--- src/rtl/can_fd_rx_frame_fsm.sv ---
// ---------------------------------------------------------------------------
// can_fd_rx_frame_fsm
//
// Receive-side frame sequencer for a CAN FD controller. Consumes destuffed,
// sampled bits (one per bit_valid strobe) and walks the ISO 11898-1 field
// sequence for classic and FD frames in base and extended format. It reports
// the current field and the bit index inside it. It also decodes the header
// fields (ID, flags, DLC, byte count) and flags form violations, frame
// validity and overload conditions.
//
// Ports
//   clk, rst_n        system clock, asynchronous active-low reset
//   bit_valid         one-cycle strobe, a destuffed bit is on rx_bit
//   rx_bit            sampled bit, 0 = dominant
//   fd_enable         1 = FD frames are accepted
//   abort             synchronous return to BUS_IDLE, overrides bit_valid
//   state_o           current field code (BUS_IDLE=0 .. INTER=18)
//   field_cnt_o       bit index inside the current field
//   id_o              identifier; base ID in [28:18], extended ID in [28:0]
//   ide_o .. esi_o    decoded IDE / RTR / FDF / BRS / ESI flags
//   dlc_o, data_len_o DLC and the payload byte count it decodes to
//   frame_ok_o        one-cycle pulse, frame valid
//   form_err_o        one-cycle pulse, form error
//   overload_o        one-cycle pulse, dominant bit in early intermission
// ---------------------------------------------------------------------------
module can_fd_rx_frame_fsm #(
    parameter int MAX_DATA_BYTES = 64,
    parameter int EOF_BITS       = 7,
    parameter int INTER_BITS     = 3
) (
    input  logic        clk,
    input  logic        rst_n,
    input  logic        bit_valid,
    input  logic        rx_bit,
    input  logic        fd_enable,
    input  logic        abort,
    output logic [4:0]  state_o,
    output logic [8:0]  field_cnt_o,
    output logic [28:0] id_o,
    output logic        ide_o,
    output logic        rtr_o,
    output logic        fdf_o,
    output logic        brs_o,
    output logic        esi_o,
    output logic [3:0]  dlc_o,
    output logic [6:0]  data_len_o,
    output logic        frame_ok_o,
    output logic        form_err_o,
    output logic        overload_o
);

    localparam logic [4:0] ST_BUS_IDLE = 5'd0;
    localparam logic [4:0] ST_ID_1     = 5'd1;
    localparam logic [4:0] ST_RTR_1    = 5'd2;
    localparam logic [4:0] ST_IDE      = 5'd3;
    localparam logic [4:0] ST_ID_2     = 5'd4;
    localparam logic [4:0] ST_RTR_2    = 5'd5;
    localparam logic [4:0] ST_R1       = 5'd6;
    localparam logic [4:0] ST_R0       = 5'd7;
    localparam logic [4:0] ST_R0_FD    = 5'd8;
    localparam logic [4:0] ST_BRS      = 5'd9;
    localparam logic [4:0] ST_ESI      = 5'd10;
    localparam logic [4:0] ST_DLC      = 5'd11;
    localparam logic [4:0] ST_DATA     = 5'd12;
    localparam logic [4:0] ST_CRC      = 5'd13;
    localparam logic [4:0] ST_CRC_LIM  = 5'd14;
    localparam logic [4:0] ST_ACK      = 5'd15;
    localparam logic [4:0] ST_ACK_LIM  = 5'd16;
    localparam logic [4:0] ST_EOF      = 5'd17;
    localparam logic [4:0] ST_INTER    = 5'd18;

    localparam logic [9:0] EOF_LEN    = 10'(EOF_BITS);
    localparam logic [9:0] INTER_LEN  = 10'(INTER_BITS);
    localparam logic [8:0] EOF_OK_IDX = 9'(EOF_BITS - 2);
    localparam logic [8:0] INTER_LAST = 9'(INTER_BITS - 1);
    localparam logic [7:0] MAX_LEN    = 8'(MAX_DATA_BYTES);

    // DLC to payload byte count. Classic remote frames carry no data and
    // classic DLC values above 8 still mean 8 bytes.
    function automatic logic [6:0] dlc_to_len(input logic [3:0] dlc,
                                              input logic       fd,
                                              input logic       rtr);
        logic [6:0] len;
        len = 7'd0;
        if (!fd && rtr)          len = 7'd0;
        else if (dlc <= 4'd8)    len = {3'b000, dlc};
        else if (!fd)            len = 7'd8;
        else begin
            case (dlc)
                4'd9:    len = 7'd12;
                4'd10:   len = 7'd16;
                4'd11:   len = 7'd20;
                4'd12:   len = 7'd24;
                4'd13:   len = 7'd32;
                4'd14:   len = 7'd48;
                default: len = 7'd64;
            endcase
        end
        return len;
    endfunction

    logic [4:0] state_q, state_d;
    logic [8:0] cnt_q, cnt_d;
    logic       ok_d, ferr_d, ovl_d, sof_d;
    logic [9:0] field_len;
    logic       last_bit;
    logic [3:0] dlc_shift;
    logic [6:0] dec_len;
    logic [9:0] crc_len;

    assign dlc_shift = {dlc_o[2:0], rx_bit};
    assign dec_len   = dlc_to_len(dlc_shift, fdf_o, rtr_o);
    // FD CRC fields include the stuff count and its parity.
    assign crc_len   = !fdf_o ? 10'd15 : (data_len_o <= 7'd16 ? 10'd21 : 10'd25);

    // NOTE: every signal written in a combinational block gets a default at
    // the top, so no path leaves it unassigned and no latch is inferred.
    always_comb begin
        field_len = 10'd1;
        case (state_q)
            ST_ID_1:  field_len = 10'd11;
            ST_ID_2:  field_len = 10'd18;
            ST_DLC:   field_len = 10'd4;
            ST_DATA:  field_len = {data_len_o, 3'b000};
            ST_CRC:   field_len = crc_len;
            ST_EOF:   field_len = EOF_LEN;
            ST_INTER: field_len = INTER_LEN;
            default:  field_len = 10'd1;
        endcase
    end

    assign last_bit = ({1'b0, cnt_q} == field_len - 10'd1);

    always_comb begin
        state_d = state_q;
        cnt_d   = cnt_q;
        ok_d    = 1'b0;
        ferr_d  = 1'b0;
        ovl_d   = 1'b0;
        sof_d   = 1'b0;
        if (abort) begin
            state_d = ST_BUS_IDLE;
            cnt_d   = '0;
        end else if (bit_valid) begin
            cnt_d = cnt_q + 9'd1;
            case (state_q)
                ST_BUS_IDLE: begin
                    // The counter stays parked at 0 while the bus is idle.
                    cnt_d = '0;
                    if (!rx_bit) begin
                        state_d = ST_ID_1;
                        sof_d   = 1'b1;
                    end
                end
                ST_ID_1:  if (last_bit) begin state_d = ST_RTR_1; cnt_d = '0; end
                ST_RTR_1: begin state_d = ST_IDE; cnt_d = '0; end
                ST_IDE:   begin state_d = rx_bit ? ST_ID_2 : ST_R0; cnt_d = '0; end
                ST_ID_2:  if (last_bit) begin state_d = ST_RTR_2; cnt_d = '0; end
                ST_RTR_2: begin state_d = ST_R1; cnt_d = '0; end
                ST_R1, ST_R0: begin
                    cnt_d = '0;
                    // FDF lives in R1 for extended frames and in R0 for base
                    // frames; the extended-format R0 is a plain reserved bit.
                    if (state_q == ST_R0 && ide_o) begin
                        state_d = ST_DLC;
                    end else if (!rx_bit) begin
                        state_d = (state_q == ST_R1) ? ST_R0 : ST_DLC;
                    end else if (!fd_enable) begin
                        state_d = ST_BUS_IDLE;
                        ferr_d  = 1'b1;
                    end else begin
                        state_d = ST_R0_FD;
                    end
                end
                ST_R0_FD: begin state_d = ST_BRS; cnt_d = '0; end
                ST_BRS:   begin state_d = ST_ESI; cnt_d = '0; end
                ST_ESI:   begin state_d = ST_DLC; cnt_d = '0; end
                ST_DLC: if (last_bit) begin
                    cnt_d = '0;
                    if ({1'b0, dec_len} > MAX_LEN) begin
                        state_d = ST_BUS_IDLE;
                        ferr_d  = 1'b1;
                    end else begin
                        state_d = (dec_len == 7'd0) ? ST_CRC : ST_DATA;
                    end
                end
                ST_DATA: if (last_bit) begin state_d = ST_CRC; cnt_d = '0; end
                ST_CRC:  if (last_bit) begin state_d = ST_CRC_LIM; cnt_d = '0; end
                ST_CRC_LIM, ST_ACK_LIM: begin
                    cnt_d = '0;
                    if (!rx_bit) begin
                        state_d = ST_BUS_IDLE;
                        ferr_d  = 1'b1;
                    end else begin
                        state_d = (state_q == ST_CRC_LIM) ? ST_ACK : ST_EOF;
                    end
                end
                ST_ACK: begin state_d = ST_ACK_LIM; cnt_d = '0; end
                ST_EOF: begin
                    // The final EOF bit is not checked, so a dominant there
                    // neither fails the frame nor cancels frame_ok.
                    if (!rx_bit && cnt_q <= EOF_OK_IDX) begin
                        state_d = ST_BUS_IDLE;
                        cnt_d   = '0;
                        ferr_d  = 1'b1;
                    end else begin
                        ok_d = (cnt_q == EOF_OK_IDX);
                        if (last_bit) begin state_d = ST_INTER; cnt_d = '0; end
                    end
                end
                ST_INTER: begin
                    if (!rx_bit) begin
                        cnt_d = '0;
                        if (cnt_q == INTER_LAST) begin
                            state_d = ST_ID_1;
                            sof_d   = 1'b1;
                        end else begin
                            state_d = ST_BUS_IDLE;
                            ovl_d   = 1'b1;
                        end
                    end else if (last_bit) begin
                        state_d = ST_BUS_IDLE;
                        cnt_d   = '0;
                    end
                end
                default: begin
                    state_d = ST_BUS_IDLE;
                    cnt_d   = '0;
                end
            endcase
        end
    end

    // NOTE: clocked state is written only with non-blocking assignments so
    // every register samples the pre-edge values of the others.
    always_ff @(posedge clk or negedge rst_n) begin
        if (!rst_n) begin
            state_q    <= ST_BUS_IDLE;
            cnt_q      <= '0;
            frame_ok_o <= 1'b0;
            form_err_o <= 1'b0;
            overload_o <= 1'b0;
        end else begin
            state_q    <= state_d;
            cnt_q      <= cnt_d;
            frame_ok_o <= ok_d;
            form_err_o <= ferr_d;
            overload_o <= ovl_d;
        end
    end

    // Decoded header fields; they hold across errors until the next SOF.
    always_ff @(posedge clk or negedge rst_n) begin
        if (!rst_n) begin
            id_o       <= '0;
            ide_o      <= 1'b0;
            rtr_o      <= 1'b0;
            fdf_o      <= 1'b0;
            brs_o      <= 1'b0;
            esi_o      <= 1'b0;
            dlc_o      <= '0;
            data_len_o <= '0;
        end else if (bit_valid && !abort) begin
            if (sof_d) begin
                ide_o      <= 1'b0;
                rtr_o      <= 1'b0;
                fdf_o      <= 1'b0;
                brs_o      <= 1'b0;
                esi_o      <= 1'b0;
                dlc_o      <= '0;
                data_len_o <= '0;
            end
            case (state_q)
                ST_ID_1:  id_o[28:18] <= {id_o[27:18], rx_bit};
                ST_ID_2:  id_o[17:0]  <= {id_o[16:0], rx_bit};
                // RTR_1 holds SRR in extended frames; RTR_2 overwrites it.
                ST_RTR_1, ST_RTR_2: rtr_o <= rx_bit;
                ST_IDE:   ide_o <= rx_bit;
                ST_R1, ST_R0: begin
                    if (state_q == ST_R1 || !ide_o) begin
                        fdf_o <= rx_bit;
                        // FD frames have no remote form; the bit was RRS.
                        if (rx_bit) rtr_o <= 1'b0;
                    end
                end
                ST_BRS:   brs_o <= rx_bit;
                ST_ESI:   esi_o <= rx_bit;
                ST_DLC: begin
                    dlc_o <= dlc_shift;
                    if (last_bit) data_len_o <= dec_len;
                end
                default: ;
            endcase
        end
    end

    assign state_o     = state_q;
    assign field_cnt_o = cnt_q;

endmodule

--- config.mk ---
export PLATFORM = sky130hd
export DESIGN_NAME = can_fd_rx_frame_fsm
export DESIGN_NICKNAME = d
export VERILOG_FILES = /design/src/rtl/can_fd_rx_frame_fsm.sv
export SDC_FILE = /design/constraint.sdc
export NUM_CORES = 1
export LEC_CHECK = 0
export CORE_ASPECT_RATIO = 0.8
export CORE_MARGIN = 1
export CORE_UTILIZATION = 55
export CTS_CLUSTER_DIAMETER = 200
export DETAILED_ROUTE_END_ITERATION = 7
export DONT_BUFFER_PORTS = 1
export PLACE_DENSITY = 0.69
export SLEW_MARGIN = 0
export SYNTH_ARGS = -nofsm -noshare
export SYNTH_HDL_FRONTEND = slang
export SYNTH_SLANG_ARGS = --single-unit
--- constraint.sdc ---
create_clock -name clk -period 5.5 [get_ports clk]
set_input_delay 1.1 -clock clk [delete_from_list [all_inputs] [get_ports clk]]
set_output_delay 1.1 -clock clk [all_outputs]
set_load 0.01 [all_outputs]
==> results.cfg, run 1 <==
[logic_synthesis]
async_flop_share_pct = 100
synth_top_area_share_pct = 38.8
synth_compound_area_share_pct = 18.2
synth.area.top_cells = dfrtp_1 39%, mux2_2 8.5%, nand2_1 5.4%, mux2i_1 3.3%, o21ai_0 3.3%
synth_fp_nets = 451
synth_area_mm2 = 0.00400
ys_warn_count = 0
netlist-cell-type-count = 70
yosys.area.top_type = dfrtp_1
synth-adder-area-share_pct = 1.25
synth-main-ff-cell = dfrtp_1
synth_top_family_by_area = simple AND/OR/NAND/NOR gates
avgSynthCellArea_um2 = 9.06
synthSimpleGateAreaFrac_pct = 22.1
synth_edf_count = 0
synth_mux_area_share_pct = 11.7
synthCells = 441
ys_ff_latch = 62
yosysSeqAreaShare_pct = 38.8
synth-xor-area-share_pct = 2.75

[job]
max_cap_violations = 0

[die]
coreArea_mm2 = 0.00696
chipHeight_um = 78.3
die_w_um = 97.3
die_area_mm2 = 0.00762
num_io_pins = 68
start_util_pct = 57.4
num_rows = 27

[place]
place_congestion = 0.902
portBuffers = 0
hpwl_um = 6550

[sta]
tightest_slew_ns = 0.868
fin_worst_skew_ns = 0.00790
hold_viol_final = 0
period_share_pct = 74.4
finalMaxSlewViolations = 0
tns_ns = 0
fin_crit_ns = 4.09
holdWs_ns = 0.438
finalSetupViolCount = 0
fmax_ghz = 0.244
slew_headroom_pct = 42.1
grt_setup_unrepaired = no

[clock_tree]
hold_buffers = 0
cts.sinks = 62
cts_tree = done
cts_setup_buffers = 0
root_buffer = clkbuf_8
ctsResizeCount = 0
clkTransAtPathRegs_ns = 0.07
htreeDepth = 3
cts_buffers = 9
cts_max_path_buffers = 2
insertion_delay_ns = 0.35

[cells_and_area]
syn_to_final_growth_pct = 4.79
multi_input_area_mm2 = 0.00224
post-route-util_pct = 60.2
finalNetCount = 433
seqCellArea_mm2 = 0.00155
fill_cells = 630
drive_gt1_share_pct = 15.7
diodes = 0

[global_route]
grt_pass1_vias = 2982
gr-usage-all-layers_pct = 25.9
antenna_found_initial = 0
grt_start_max_net_pins = 63
grt_pass1_wl_um = 15500
grt-ovfl-total = 0

[detailed_routing]
drt_pass1_iterations = 5
vias = 3303
drt-wirelength-per-cell_um = 18.4
dr_wl_met3_um = 721
dr.first_iter.drc_count = 267
ant_nets = 0
wl_met1_um = 4460
wirelength_um = 9480
top_layer_used = met4
met2_length_um = 4160
drc_errors = 0
avgViaCountPerCell = 6.41

[pwr]
power_leakage_nw = 1.90
irDropWorstVdd_mv = 0.185
p_per_area_mw_per_mm2 = 250

[critical_path]
arrival_ns = 4.33
setup.worst_path.class = register to register
worstSetupEndpointType = register
crit_fanout = 29
crit_required_ns = 5.74
cp-start-kind = register

[run_status]
status = completed

[worst_hold_path]
hp-class = input port to async pin
flip-flops by register name, indices dropped and copies added (netlist names), 4 cells and up:
signal and cells:
dlc_o 4, state_o 5, id_o 29, data_len_o 7
field_cnt_o 9
synthesized netlist by cell type, types with 2 or more instances:
| cell | instances |
|---|---|
| dfrtp_1 | 62 |
| xnor2_1 | 5 |
| nand4b_1 | 2 |
| a22o_1 | 3 |
| nand2b_1 | 2 |
| ha_1 | 4 |
| a2111oi_4 | 2 |
| xor2_1 | 5 |
| a31oi_1 | 5 |
| nor2_1 | 32 |
| a22oi_1 | 2 |
| inv_1 | 14 |
| nor4_1 | 4 |
| a211o_1 | 4 |
| a32oi_1 | 2 |
| nand3_1 | 17 |
| nand2_1 | 58 |
| buf_4 | 4 |
| nor2b_1 | 12 |
| nor4bb_1 | 2 |
| and3b_1 | 2 |
| nor3b_1 | 6 |
| o22ai_1 | 6 |
| o21ai_0 | 26 |
| o31ai_1 | 5 |
| mux2i_1 | 13 |
| o21a_1 | 2 |
| a211oi_1 | 2 |
| nor3_1 | 14 |
| clkbuf_1 | 23 |
| buf_1 | 4 |
| and3_1 | 5 |
| buf_2 | 2 |
| a21o_1 | 3 |
| a21oi_1 | 20 |
| mux2_2 | 30 |
| or3_1 | 4 |
path summary, 6_finish.rpt:
kind | from | endpoint | slack, ns | cells after the start
max in group asynchronous | rst_n | data_len_o[0]$_DFFE_PN0P_ | 4.94 | 0
hold / removal | rst_n | field_cnt_o[7]$_DFFE_PN0P_ | 0.44 | 0
setup / recovery | state_o[2]$_DFFE_PN0P_ | field_cnt_o[7]$_DFFE_PN0P_ | 1.41 | 11
setup reg to reg | state_o[2]$_DFFE_PN0P_ | field_cnt_o[7]$_DFFE_PN0P_ | 1.41 | 11
hold reg to reg | dlc_o[3]$_DFFE_PN0P_ | dlc_o[3]$_DFFE_PN0P_ | 0.58 | 2
min in group clk | dlc_o[3]$_DFFE_PN0P_ | dlc_o[3]$_DFFE_PN0P_ | 0.58 | 2
layout make-up:
type,count,area share (%)
multi-input cells,330,53.4
flip-flops and latches,62,37.0
clock buffers,9,2.96
well taps,87,2.60
clock inverters,7,1.76
inverters,15,1.34
repair buffers,5,0.896
worst max-delay path: stages, from the launching register on:
cell,delay (ns)
dfrtp_1,0.91
or3b_2,0.50
a21oi_1,0.23
ha_1,0.22
o21ai_0,0.14
a2111oi_4,0.46
xnor3_1,0.30
nor3b_1,0.26
o2111ai_2,0.17
o211ai_4,0.40
nor2_1,0.10
a211o_1,0.27
per-layer routing:
metal | vias up | global-route usage, %
met5 | - | 0
met4 | 0 | 7.94
met3 | 15 | 7.03
met2 | 138 | 37.0
met1 | 1602 | 38.2
li1 | 1548 | -
layout by cell type, fill, tap and decap left out, drive strengths merged, types with 4 or more instances in the layout:
| cell type | count |
|---|---|
| nand2 | 58 |
| xnor2 | 5 |
| o22ai | 6 |
| clkbuf | 9 |
| o31ai | 5 |
| clkinvlp | 4 |
| xor2 | 5 |
| and3 | 5 |
| a31oi | 5 |
| nor2 | 33 |
| nor3 | 15 |
| buf | 5 |
| nor2b | 12 |
| dfrtp | 62 |
| nor4 | 4 |
| mux2 | 30 |
| nor3b | 6 |
| inv | 16 |
| a211oi | 4 |
| or3 | 5 |
| mux2i | 13 |
| a21oi | 20 |
| nand3 | 17 |
| a211o | 4 |
| ha | 4 |
| o21ai | 27 |
logic make-up after synthesis:
| logic type | after synthesis |
|---|---|
| AND/OR/NAND/NOR | 174 |
| adder cells (fa/ha/maj) | 4 |
| multiplexers | 43 |
| XOR/XNOR | 11 |
| AO/OA/AOI/OAI | 98 |
| flip-flops | 62 |
| buffers and inverters | 49 |
power breakdown:
group | internal, W | total, W | switching (W)
clock | 0.000209 | 0.000400 | 0.000191
combinational | 0.0000573 | 0.000130 | 0.0000731
sequential | 0.000478 | 0.000518 | 0.0000403
per-stage QoR:
step / total power (W) / setup WS, ns / instances / cell area (µm²)
finish: 0.00105 / 1.41 / 515 / 4190
CTS: 0.00106 / 1.45 / 515 / 4190
global route: 0.00109 / 1.17 / 515 / 4190
detailed placement: 0.000656 / 1.46 / 499 / 3990
floorplan: 0.000631 / 1.87 / 441 / 4000
global placement: 0.000654 / 1.55 / 499 / 3990
Power figures use the tool's default switching activity.
==> run 2, diff against run 1 <==
--- a/config.mk
+++ b/config.mk
@@ -11,7 +11,7 @@
 export CTS_CLUSTER_DIAMETER = 200
 export DETAILED_ROUTE_END_ITERATION = 7
 export DONT_BUFFER_PORTS = 1
-export PLACE_DENSITY = 0.69
+export PLACE_DENSITY = 0.72
 export SLEW_MARGIN = 0
 export SYNTH_ARGS = -nofsm -noshare
 export SYNTH_HDL_FRONTEND = slang
==> constraint.sdc (replaced) <==
create_clock -name clk -period 3.4 [get_ports clk]
set_input_delay 0.68 -clock clk [delete_from_list [all_inputs] [get_ports clk]]
set_output_delay 0.68 -clock clk [all_outputs]
set_load 0.01 [all_outputs]
==> run 2 against run 1 <==
Cell area up 5.9%. Critical path type unchanged. Non-clock buffer count up 29. Routed wire length up 4.9%.
==> results.cfg, run 2 (same netlist as run 1, synthesis figures left out) <==
[die]
die_w_um = 97.3
chipHeight_um = 78.3
die_area_mm2 = 0.00762
start_util_pct = 57.4
coreArea_mm2 = 0.00696
num_io_pins = 68
num_rows = 27

[clock_tree]
cts_tree = done
root_buffer = clkbuf_8
cts_max_path_buffers = 2
insertion_delay_ns = 0.34
htreeDepth = 3
cts_buffers = 9
cts.sinks = 62
clkTransAtPathRegs_ns = 0.08

[sta]
finalSetupViolCount = 0
tns_ns = 0
fin_worst_skew_ns = 0.0106
slew_headroom_pct = 47.0
holdWs_ns = 0.0311
finalMaxSlewViolations = 0
fmax_ghz = 0.312
hold_viol_final = 0
grt_setup_unrepaired = no
fin_crit_ns = 3.21
period_share_pct = 94.4
tightest_slew_ns = 0.794

[critical_path]
worstSetupEndpointType = register
reg2reg_to = state_o[1]$_DFFE_PN0P_
setup.worst_path.class = register to register
slowest_stage = nor4bb_1
crit_chain = nor4bb_1, o21ai_0, a21oi_1, a31oi_1, ha_1, xor2_1, nand2_1, a2111oi_4, o2111ai_2, o21ai_1, nand2_1, buf_4, mux2i_1
crit_start = state_o[4]$_DFFE_PN0P_
cp-start-kind = register
slowest_delay_ns = 0.41
arrival_ns = 3.42
r2r_setup_slack_ns = 0.19
crit_required_ns = 3.61
worst_r2r_path_depth = 13
path_common_cell = nand2_1
r2r_start = state_o[4]$_DFFE_PN0P_
crit_fanout = 3

[detailed_routing]
ant_nets = 0
dr.first_iter.drc_count = 216
vias = 3360
drt_pass1_iterations = 5
drt-wirelength-per-cell_um = 18.3
wirelength_um = 9940
avgViaCountPerCell = 6.19
drc_errors = 0

[cells_and_area]
final_common_cell = dfrtp_1
regMostFlops = id_o
drive_gt1_share_pct = 21.5
post-route-util_pct = 63.8
largest_reg_flops = 29
finalNetCount = 462
mostFrequentLayoutCells = 62 x dfrtp_1, 58 x nand2_1, 32 x nor2_1, 32 x buf_4, 30 x mux2_2
fin_area_mm2 = 0.00444
syn_to_final_growth_pct = 11.0
diodes = 0

[place]
place_congestion = 0.936
place_area_mm2 = 0.00419
hpwl_um = 7150
portBuffers = 0

[global_route]
grt_pass1_wl_um = 16200
grt_start_max_net_pins = 63
antenna_found_initial = 0
grt-ovfl-total = 0
gr-usage-all-layers_pct = 26.7
grt_pass1_vias = 3133

[pwr]
power_leakage_nw = 2.07
irDropWorstVdd_mv = 0.272
p_per_area_mw_per_mm2 = 384

[run_status]
status = completed

[job]
max_cap_violations = 0

[worst_hold_path]
hp-class = input port to async pin
-- run 2: final cells by class --
type	instances	area [µm²]
fillers	568	2520
multi-input cells	330	2250
flip-flops and latches	62	1550
repair buffers	34	280
clock buffers	9	124
well taps	87	109
clock inverters	6	63.8
inverters	15	56.3
-- run 2: how the worst max path moves through the flow --
| stage | cells after the start | slack, ns | to |
|---|---|---|---|
| after floorplan | 13 | 0.08 | field_cnt_o[4]$_DFFE_PN0P_ |
| after global placement | 11 | 0.14 | data_len_o[1]$_DFFE_PN0P_ |
| after detailed placement | 11 | 0.03 | data_len_o[6]$_DFFE_PN0P_ |
| after CTS | 11 | 0.02 | data_len_o[4]$_DFFE_PN0P_ |
| after global routing | 14 | 0.03 | state_o[0]$_DFFE_PN0P_ |
| final | 13 | 0.19 | state_o[1]$_DFFE_PN0P_ |
-- run 2: routing by layer --
layer / vias to the layer above / share of wire, % / track usage, %
met5: - / 0 / 0
met4: 0 / 0.90 / 6.47
met3: 10 / 8.3 / 7.93
met2: 139 / 46 / 41.8
met1: 1602 / 45 / 36.7
li1: 1609 / - / -
-- run 2: power by group --
part / switching [W] / internal, W
combinational: 0.000137 / 0.000107
clock: 0.000295 / 0.000333
sequential: 0.0000571 / 0.000773
total: 0.000489 / 0.00121
-- run 2: worst max-delay path, delay by kind of cell (launching register included) --
| kind | cells | cell delay (ns) |
|---|---|---|
| and+or+nand+nor | 3 | 0.69 |
| DFF | 1 | 0.40 |
| xor gates and xnor gates | 1 | 0.16 |
| adders and majority gates | 1 | 0.30 |
| buffers and inverters | 1 | 0.18 |
| muxes | 1 | 0.12 |
| AOI/OAI and AO/OA | 6 | 1.24 |
-- run 2: metrics by stage --
stage	std cells	worst slack (ns)	total power [W]
floorplan	441	0.0849	0.00102
global placement	524	0.137	0.00108
detailed placement	524	0.0331	0.00108
CTS	539	0.0235	0.00171
global route	543	0.0262	0.00177
finish	543	0.192	0.00170
-- run 2: repair_timing --
item,in CTS,in global routing
setup buffers,0,4
resized for setup,0,4
hold buffers,0,0
setup endpoints to repair,0,18
==> variant 1, RTL diff (settings of run 2) <==
Put one more register stage on the output `form_err_o`, cleared by the reset. The value now appears one clock later. The other outputs are not delayed to match. Comments in the files are not updated.
--- a/src/rtl/can_fd_rx_frame_fsm.sv
+++ b/src/rtl/can_fd_rx_frame_fsm.sv
@@ -77,2 +77,4 @@
 
+    logic form_err_s0;
+
     // DLC to payload byte count. Classic remote frames carry no data and
@@ -240,3 +242,3 @@
             frame_ok_o <= 1'b0;
-            form_err_o <= 1'b0;
+            form_err_s0 <= 1'b0;
             overload_o <= 1'b0;
@@ -246,3 +248,3 @@
             frame_ok_o <= ok_d;
-            form_err_o <= ferr_d;
+            form_err_s0 <= ferr_d;
             overload_o <= ovl_d;
@@ -299,2 +301,10 @@
 
+    always_ff @(posedge clk or negedge rst_n) begin
+        if (!rst_n) begin
+            form_err_o <= '0;
+        end else begin
+            form_err_o <= form_err_s0;
+        end
+    end
+
 endmodule
Check against the original RTL: same outputs for any inputs over 10 cycles, from zero or initial values and one cycle with rst_n low; that may be too few to reach the edited logic, so the function may still have changed.
==> variant 1 against run 2 <==
Utilization decreased by 0.63 points. Synthesized area decreased by 1.9%. Die area decreased by 1.9%. Wire length decreased by 4.4%. Fmax decreased by 3.4%. Sequential cell count increased by 1. Total power increased by 7.5%. Worst setup slack got worse by 0.11 ns. Design area decreased by 1.9%. Critical path type unchanged. Largest cell class unchanged. Highest routed layer unchanged.
==> variant 1: results (changes against run 2) <==
| Metric | Value |
|---|---|
| Cell total after placement | 504 (-3.8%) |
| Sequential fraction of the synthesis area | 40.2% (+1.4 points) |
| Critical Path AT | 3.59 ns (+0.17 ns) |
| Ys Warns | 0 (unchanged) |
| First-pass GRT wire length | 15500 um (-4.1%) |
| VDD IR max | 0.235 mV (-13%) |
| Clock Root Buffer | clkbuf_8 |
| Ant diodes | 0 (unchanged) |
| Synth cell count leaders | dfrtp_1 (63), nand2_1 (43), mux2_2 (30) |
| Num CTS Buffers | 9 (unchanged) |
| R2R depth | 9 (-4) |
| Relative slew margins | 63.3% (+16 points) |
| Placed Area | 4100 sq um (-2.2%) |
| Number of H-tree levels | 3 (unchanged) |
| CTS max path bufs | 2 (unchanged) |
| Compound-Gate Fraction of Synth Area | 16.0% (-2.2 points) |
| DRT Pass-1 Iters | 5 (unchanged) |
| Pre-CTS setup slack | 0.157 ns (+0.124 ns) |
| Synth area leaders | dfrtp_1 (40%), mux2_2 (8.6%), nand2_1 (4.1%), mux2i_1 (3.3%), o21ai_0 (2.9%) |
| Dpl hpwl | 6700 um (-6.3%) |
| Port Buffers | 0 (unchanged) |
| Worst-path clk slew | 0.07 ns |
| Largest stage delay, worst path | 0.53 ns (+0.12 ns) |
| Vias in the first global route | 3054 (-2.5%) |
| Leakage | 1.88 nW (-9.5%) |
| CP max stage cell | or4_1 |
| Syn Inst Count | 421 (-4.5%) |
| Vias per inst | 6.34 (+2.5%) |
| Async set-reset flop share out of synthesis | 100% (unchanged) |
| Initial antenna violation count | 0 (unchanged) |
| 1st-iter DRT viols | 248 (+15%) |
| Post-synthesis mux area share | 11.9% (+0.23 points) |
| Final Skew | 0.00762 ns (-0.00302 ns) |
| Worst setup margin | 0.0781 ns (-0.113 ns) |
| Synth Net Count | 431 (-4.4%) |
| Via count | 3303 (-1.7%) |
| Largest register FFs | 29 (unchanged) |
| Synth unique cells | 67 (-4.3%) |
| Adder-Cell Fraction of Synth Area | 1.28% (+0.025 points) |
| Layout cells sized above 1 | 21.0% (-0.52 points) |
| Outcome | finished clean |
| Largest Register | id_o |
| Post-Synth XOR/XNOR Area | 3.57% (+0.82 points) |
| Final Hold Slack | 0.0260 ns (-0.00510 ns) |
| Largest net degree at the start of global routing | 64 (+1.6%) |
| Routed len/inst | 18.3 um (-0.34%) |
| HP Class | in2async |
| Critical path peak fanout | 11 (+8) |
| Final nets | 439 (-5.0%) |
| Global placement routability congestion | 0.884 (-5.5%) |
| Largest delay share family, worst path | compound AO/OA/AOI/OAI gates |
| GRT Total Usage | 27.1% (+0.32 points) |
==> variant 1: metal layers <==
layer | part of all wire [%] | global-route usage (%)
met1 | 45 | 39.9
met2 | 45 | 38.9
met3 | 8.2 | 7.06
met4 | 1.4 | 7.94
met5 | 0 | 0
==> variant 1: repair_timing <==
action	in CTS	in global routing
hold buffers	0	0
setup endpoints to repair	0	12
setup buffers	0	1
gates resized for setup	0	4
==> variant 1: worst paths after layout <==
kind | from | endpoint
max | state_o[3] | state_o[2]
min reg2reg | form_err_s0 | form_err_o
min | rst_n | id_o[2]
max reg2reg | state_o[3] | state_o[2]
min in group clk | form_err_s0 | form_err_o
max in group asynchronous | rst_n | state_o[1]
==> variant 1: area by class of cell <==
type | count | area, sq um
Multi-Input combinational cell | 316 | 2180
Clock inverter | 5 | 80.1
Inverter | 11 | 41.3
Clock buffer | 11 | 151
Sequential cell | 63 | 1580
Tap cell | 87 | 109
Timing Repair Buffer | 28 | 210
Fill cell | 568 | 2540
==> variant 1: worst reg2reg max path, cell delays in order (launching register included) <==
cell and delay (ns):
dfrtp_1 0.46, buf_4 0.21, or3b_4 0.41, a211oi_4 0.44, o31a_1 0.20, o21ai_1 0.11
xnor2_1 0.21, o41a_1 0.49, or4_1 0.53, a21oi_1 0.16
==> variant 1: power breakdown <==
group	internal, mW	switching (mW)
clock network	0.451	0.298
registers	0.783	0.0649
logic	0.105	0.128
==> variant 1: logic make-up (layout without fill, tap and decap cells) <==
| family | after synthesis | after routing |
|---|---|---|
| XOR/XNOR | 16 | 16 |
| multiplexers | 43 | 43 |
| adder cells (fa/ha/maj) | 4 | 4 |
| AND/OR/NAND/NOR | 162 | 162 |
| buffers and inverters | 42 | 55 |
| flip-flops | 63 | 63 |
| AO/OA/AOI/OAI | 91 | 91 |
==> variant 2, RTL diff (config.mk and constraints of run 2) <==
Made on the original files. `MAX_DATA_BYTES`: 64 -> 32.
--- a/src/rtl/can_fd_rx_frame_fsm.sv
+++ b/src/rtl/can_fd_rx_frame_fsm.sv
@@ -26,3 +26,3 @@
 module can_fd_rx_frame_fsm #(
-    parameter int MAX_DATA_BYTES = 64,
+    parameter int MAX_DATA_BYTES = 32,
     parameter int EOF_BITS       = 7,
Formal check against the unedited RTL: no difference found for any inputs over 10 cycles, from zero or initial values and one cycle with rst_n low; that may be too few to reach the edited logic, so the function may still have changed.
==> variant 2 against run 2 <==
Wire length grew 3.1%. First-iteration DRC count grew 25%. Hold slack lost 0.015 ns. Synthesized area shrank 4.4%. Sequential cell count is the same. Total power shrank 2.2%. Via count shrank 0.45%. Design area shrank 3.0%. Worst setup slack lost 0.048 ns. Critical endpoint unchanged. Largest cell class unchanged.
==> variant 2: results (changes against run 2) <==
| Metric | Value |
|---|---|
| Routed len/inst | 19.2 um (+5.1%) |
| Syn Inst Count | 431 (-2.3%) |
| M2 GR Usage | 43.2% (+1.4 points) |
| Dpl hpwl | 7260 um (+1.5%) |
| GR Layer Usage met3 | 8.78% (+0.86 points) |
| Final Hold Slack | 0.0165 ns (-0.0146 ns) |
| Final Skew | 0.00841 ns (-0.00223 ns) |
| GRT Total Usage | 29.8% (+3.1 points) |
| NonClk Buf Share | 5.82% (-0.50 points) |
| Vias per inst | 6.28 (+1.4%) |
| CP max stage cell | a2111oi_4 |
| Reg2reg setup slack | 0.14 ns (-0.05 ns) |
| Multi-input combinational cell area | 2150 sq um (-4.7%) |
| Clkbuf count | 10 (+1) |
| M1 WL | 4720 um (+5.9%) |
| Setup crit start | state_o[1] |
| Synth Net Count | 441 (-2.2%) |
| Post-Synth XOR/XNOR Area | 2.52% (-0.23 points) |
| Pre-CTS setup slack | 0.0340 ns (+0.000899 ns) |
| Leakage | 1.87 nW (-9.8%) |
| 1st-iter DRT viols | 271 (+25%) |
| Layout cells sized above 1 | 20.9% (-0.56 points) |
| Post-CTS Setup Bufs | 0 (unchanged) |
| GR met1 Demand/Resource | 43.4% (+6.7 points) |
| Signal inverters | 12 (-3) |
| Outcome | finished clean |
| Sequential fraction of the synthesis area | 40.6% (+1.8 points) |
| Post-synthesis mux area share | 11.1% (-0.58 points) |
| Cell total after placement | 516 (-1.5%) |
| VDD IR max | 0.329 mV (+21%) |
| Largest net degree at the start of global routing | 63 (unchanged) |
| Global placement routability congestion | 0.911 (-2.7%) |
| Internal power | 1.20 mW (-1.1%) |
| Fillers | 534 (-6.0%) |
| R2R depth | 10 (-3) |
| Compound-Gate Fraction of Synth Area | 16.3% (-1.9 points) |
| Buffers, non-clock | 33 (-2.9%) |
| Placed Area | 4020 sq um (-4.0%) |
| Synth unique cells | 60 (-14%) |
| Synth cell count leaders | dfrtp_1 (62), nand2_1 (50), nand3_1 (33), o21ai_0 (33), nor2_1 (29) |
| Worst setup margin | 0.144 ns (-0.0475 ns) |
| ClkCell Share | 4.62% (+0.39 points) |
| Adder-Cell Fraction of Synth Area | 1.31% (+0.057 points) |
| Met3 WL post-DR | 875 um (+5.9%) |
| Final WL | 10300 um (+3.1%) |
| Met2 WL | 4540 um (-0.72%) |
| First-pass GRT wire length | 16500 um (+2.0%) |
| Die Area | 7290 sq um (-4.3%) |
| Largest stage delay, worst path | 0.48 ns (+0.07 ns) |
| Synth area leaders | dfrtp_1 (41%), mux2_2 (8.2%), nand2_1 (4.9%), nand3_1 (4.3%), o21ai_0 (4.3%) |
| Relative slew margins | 35.2% (-12 points) |
| Sequential share of cell area | 36.2% (+1.2 points) |
[variant 2: cell count changes in the layout (fill, tap and decap cells not counted), moves of 5 or more]
| cell | before | now |
|---|---|---|
| nand3_1 | 17 | 33 |
| nand2_1 | 58 | 50 |
| o21ai_0 | 25 | 33 |
| nand4_1 | 1 | 6 |
| o21ai_1 | 1 | 6 |
[variant 2: timing repair]
action,in CTS,in global routing
endpoints found under the setup margin,5,14
pin swaps,0,1
resized for setup,1,12
endpoints found under the hold margin,0,19
hold buffers,0,1
[variant 2: power by group through the flow]
| stage | clock (mW) | sequential (mW) | combinational [mW] |
|---|---|---|---|
| 3_3_place_gp | 0 | 0.826 | 0.173 |
| 3_5_place_dp | 0 | 0.828 | 0.179 |
| 5_1_grt | 0.696 | 0.819 | 0.217 |
| 4_1_cts | 0.666 | 0.814 | 0.181 |
| 2_1_floorplan | 0 | 0.816 | 0.140 |
| 6_report | 0.655 | 0.812 | 0.197 |
